--- config.mk ---
export PLATFORM = sky130hd
export DESIGN_NAME = dsm_cic_decimator
export DESIGN_NICKNAME = d
export VERILOG_FILES = /design/src/rtl/dsm_cic_decimator.sv
export SDC_FILE = /design/constraint.sdc
export NUM_CORES = 1
export LEC_CHECK = 0
export ABC_CLOCK_PERIOD_IN_PS = 8800
export BUFFER_PORTS_ARGS = -buffer_cell sky130_fd_sc_hd__buf_2
export CORE_UTILIZATION = 58
export DETAILED_ROUTE_END_ITERATION = 16
export GPL_TIMING_DRIVEN = 0
export HOLD_SLACK_MARGIN = 0.05
export PLACE_DENSITY = 0.75
export SLEW_MARGIN = 20
export SYNTH_ARGS = -nofsm -noshare
export SYNTH_HDL_FRONTEND = slang
export SYNTH_SLANG_ARGS = --single-unit
--- constraint.sdc ---
create_clock -name clk -period 8.8 [get_ports clk]
set_input_delay 0.88 -clock clk [delete_from_list [all_inputs] [get_ports clk]]
set_output_delay 0.88 -clock clk [all_outputs]
set_load 0.1 [all_outputs]
--- src/rtl/dsm_cic_decimator.sv ---
// CIC decimator for a 1-bit delta-sigma bitstream: ORDER integrators at the bit rate, ORDER
// combs at the frame rate, then scaling and saturation to a signed OUT_W-bit sample.
module dsm_cic_decimator #(
    parameter int unsigned ORDER = 3,
    parameter int unsigned DECIM = 64,
    parameter int unsigned OUT_W = 16
) (
    input  logic                    clk,
    input  logic                    rst,
    input  logic                    bit_in,
    input  logic                    bit_en,
    output logic signed [OUT_W-1:0] sample_out,
    output logic                    sample_valid,
    output logic                    settled
);

    localparam int unsigned LOG2R  = $clog2(DECIM);
    localparam int unsigned ACC_W  = 2 + ORDER * LOG2R;
    localparam int unsigned CNT_W  = LOG2R;
    localparam int unsigned WARM_W = $clog2(ORDER + 1);
    localparam logic [CNT_W-1:0]  CNT_LAST = CNT_W'(DECIM - 1);
    localparam logic [WARM_W-1:0] WARM_MAX = WARM_W'(ORDER);

    logic signed [ACC_W-1:0] integ_q [ORDER];
    logic signed [ACC_W-1:0] integ_d [ORDER];
    logic signed [ACC_W-1:0] dly_q   [ORDER];
    logic signed [ACC_W-1:0] dly_d   [ORDER];
    // Only the top OUT_W+1 bits of the comb result survive the arithmetic shift.
    logic signed [OUT_W:0]   comb_q, comb_d;
    logic                    comb_vld_q, comb_vld_d;
    logic [CNT_W-1:0]        cnt_q, cnt_d;
    logic                    dec_stb_q, dec_stb_d;
    logic [WARM_W-1:0]       warm_q, warm_d;
    logic signed [OUT_W-1:0] out_q, out_d;
    logic                    valid_q, valid_d;
    logic                    settled_q, settled_d;
    logic signed [OUT_W-1:0] sat_val;

    // Integrator cascade ripples within one cycle so I_ORDER includes the bit just accepted.
    always_comb begin : integ_comb
        logic signed [ACC_W-1:0] acc;
        integ_d = integ_q;
        acc     = {{(ACC_W-1){~bit_in}}, 1'b1};
        if (bit_en) begin
            for (int k = 0; k < ORDER; k++) begin
                acc        = integ_q[k] + acc;
                integ_d[k] = acc;
            end
        end
    end

    always_comb begin
        cnt_d     = cnt_q;
        dec_stb_d = 1'b0;
        if (bit_en) begin
            cnt_d     = cnt_q + 1'b1;
            dec_stb_d = (cnt_q == CNT_LAST);
        end
    end

    always_comb begin : comb_chain
        logic signed [ACC_W-1:0] acc;
        dly_d      = dly_q;
        comb_d     = comb_q;
        comb_vld_d = dec_stb_q;
        acc        = integ_q[ORDER-1];
        for (int k = 0; k < ORDER; k++) begin
            if (dec_stb_q) begin
                dly_d[k] = acc;
            end
            acc = acc - dly_q[k];
        end
        if (dec_stb_q) begin
            comb_d = acc[ACC_W-1 -: OUT_W+1];
        end
    end

    always_comb begin
        if (comb_q[OUT_W] != comb_q[OUT_W-1]) begin
            sat_val = comb_q[OUT_W] ? {1'b1, {(OUT_W-1){1'b0}}} : {1'b0, {(OUT_W-1){1'b1}}};
        end else begin
            sat_val = comb_q[OUT_W-1:0];
        end
    end

    // The first ORDER frame results carry start-up transients and are dropped.
    always_comb begin
        out_d     = out_q;
        valid_d   = 1'b0;
        settled_d = settled_q;
        warm_d    = warm_q;
        if (comb_vld_q) begin
            if (warm_q != WARM_MAX) begin
                warm_d = warm_q + 1'b1;
            end else begin
                out_d     = sat_val;
                valid_d   = 1'b1;
                settled_d = 1'b1;
            end
        end
    end

    always_ff @(posedge clk) begin
        if (rst) begin
            for (int k = 0; k < ORDER; k++) begin
                integ_q[k] <= '0;
                dly_q[k]   <= '0;
            end
            comb_q     <= '0;
            comb_vld_q <= 1'b0;
            cnt_q      <= '0;
            dec_stb_q  <= 1'b0;
            warm_q     <= '0;
            out_q      <= '0;
            valid_q    <= 1'b0;
            settled_q  <= 1'b0;
        end else begin
            for (int k = 0; k < ORDER; k++) begin
                integ_q[k] <= integ_d[k];
                dly_q[k]   <= dly_d[k];
            end
            comb_q     <= comb_d;
            comb_vld_q <= comb_vld_d;
            cnt_q      <= cnt_d;
            dec_stb_q  <= dec_stb_d;
            warm_q     <= warm_d;
            out_q      <= out_d;
            valid_q    <= valid_d;
            settled_q  <= settled_d;
        end
    end

    assign sample_out   = out_q;
    assign sample_valid = valid_q;
    assign settled      = settled_q;

endmodule

==> impl_metrics.ini <==
[global_routing]
overflow = 0
grt_start_max_net_pins = 20
first_global_vias = 8435
grt_usage_pct = 24.3
grt_pass1_wl_um = 38500
antenna_found_initial = 0

[timing]
worst_pin_slew_ns = 0.808
clock.fmax_mhz = 157
fin_setup_tns_ns = 0
finalHoldViolations = 0
rsz0062_at_grt = false
finalSetupViolations = 0
period_share_pct = 72.4
min_period_ns = 6.37
maxSlewViolCount = 0
finalClockSkew_ns = 0.0117
slew-limit-headroom_pct = 46.1

[floorplan]
num_rows = 49
die_x_um = 139
core-area_um2 = 18200
start_util_pct = 59.9
die_area_um2 = 19400
pin_count = 22
die-height_um = 139

[min_path]
min-delay-start = cnt_q[5]$_SDFFE_PP0P_
min_path_type = reg -> reg

[clock_tree]
cts_resized = 0
cts.sink_count = 165
htreeDepth = 4
postCtsHoldBufs = 0
clk_path_buf_depth = 2
cts_tree = built
cts_root_buffer = clkbuf_16
cts_made_buffers = 17
clk_latency_ns = 0.43
cts.clk_slew.worst_paths_ns = 0.07
post_cts_buffers = 0

[logic_synthesis]
async_flop_share_pct = 0
synth_seq_cells = 165
synth.most_common_cell = nor2_1
synthTopCellsByArea = dfxtp_1 30%, ha_1 14%, mux2i_1 11%, nor2_1 6.7%, xnor2_1 4.7%
synth_edf_count = 0
synth_cells = 1269
syn_area_um2 = 10900
yosysUniqueCellTypes = 57
yosysWarnings = 0
seq_area_frac_synth_pct = 30.3
synth_top_flop_cell = dfxtp_1
synth_fp_nets = 1396
synthTopCellsByCount = 195 x nor2_1, 165 x dfxtp_1, 121 x mux2i_1, 118 x ha_1, 90 x a21oi_1
yosys.area.top_type = dfxtp_1
syn_avg_cell_area_um2 = 8.60
netlist.area_leader.share_pct = 30.3

[outcome]
violations = design-rule violations
outcome = finished with violations

[job]
cap_viol_max_count = 0

[route]
vias_per_cell = 5.61
postRouteAntennaNets = 0
vias = 8698
detail_route.wl_per_cell_um = 14.4
drt_iter0_drc = 352
routed_wl_um = 22400
drc = 1
firstDrtPassIters = 11

[critical_path]
r2r_start = integ_q[0]$_SDFFE_PP0P_
startpoint_type = input port
critPathLaunch = bit_in
required_ns = 9.13
critPathMaxFanout = 19
criticalPathCategory = in -> reg
end_kind = flip-flop
cp_data_arrival_time_ns = 6.70

[placed_design]
hpwlAfterDp_um = 17300
port_buffers = 21
placed_cells = 1519
gp_congestion = 0.871

[finish]
nets = 1436
fill_cells = 1569
drive_gt1_share_pct = 4.84
area_growth_pct = 8.94
insertedDiodeCount = 0
fin_cells = 1551
==> worst paths after layout <==
| path | endpoint | slack (ns) | cells past startpoint |
|---|---|---|---|
| setup / recovery | integ_q[19]$_SDFFE_PP0P_ | 2.43 | 25 |
| hold / removal | comb_vld_d$_SDFF_PP0_ | 0.46 | 2 |
| setup reg to reg | comb_q[16]$_SDFFE_PP0P_ | 2.88 | 27 |
| hold reg to reg | comb_vld_d$_SDFF_PP0_ | 0.46 | 2 |
==> cell type report <==
class                   count  area (um^2)  share of cell area [%]
plain buffers              42          158                    1.33
repair buffers             21          105                   0.884
clock inverters            15          158                    1.33
well taps                 229          287                    2.41
clock buffers              17          425                    3.58
flip-flops and latches    165         3300                    27.8
inverters                  81          304                    2.56
multi-input cells         981         7140                    60.1
==> per-stage QoR <==
step	utilization [%]	setup WS (ns)	hold slack (ns)	instance area, um^2
final	65.3	2.43	0.465	11900
after global routing	65.3	1.93	0.484	11900
after CTS	65.3	2.53	0.470	11900
after detailed placement	62.1	2.09	0.460	11300
after global placement	62.1	2.16	0.430	11300
after floorplan	-	3.03	0.419	10900
==> worst max-delay path, stage by stage <==
cell and delay (ns):
buf_2 0.13, inv_1 0.50, ha_1 0.36, a211o_1 0.31
a21oi_1 0.17, o21ai_0 0.17, a31oi_1 0.49, o21ba_2 0.22
o21bai_1 0.08, a21oi_1 0.18, xnor2_1 0.18, ha_1 0.33
a21oi_1 0.15, o21ai_0 0.17, or3_1 0.35, a31oi_1 0.28
o21ai_0 0.17, xor2_1 0.22, ha_1 0.30, or3_1 0.35
o21ai_0 0.08, a21oi_1 0.07, xor2_1 0.21, a21oi_1 0.10
a31o_2 0.23
==> kinds of logic after synthesis <==
family                     synth area share, %
DFF                                       30.3
xor gates and xnor gates                  8.92
buffers and inverters                     4.23
muxes                                     11.1
AOI/OAI and AO/OA                         15.7
adders and majority gates                 14.5
and+or+nand+nor                           15.3
==> placed cells by master (no fill, tap or decap), types with 35 or more instances in the layout <==
master,n
o21ai_0,35
xor2_1,47
mux2i_1,121
nand2_1,44
xnor2_1,59
dfxtp_1,165
a21o_1,41
a21oi_1,90
ha_1,118
inv_1,81
nor2_1,195
==> layer usage <==
layer	GRT usage, %	vias up	part of all wire, %
li1	-	4532	-
met1	27.8	4016	45
met2	44.8	117	50
met3	4.01	33	2.3
met4	9.47	0	2.6
met5	0	-	0
==> flip-flops by register name (all words and copies together) (netlist names) <==
name          flops
cnt_q             6
comb_q           17
comb_vld_d        1
comb_vld_q        1
dly_q            60
integ_q          60
sample_out       16
sample_valid      1
settled           1
warm_q            2
Power is not shown: default switching activity piles up to over one toggle a cycle in this logic, so the estimate is an artifact.
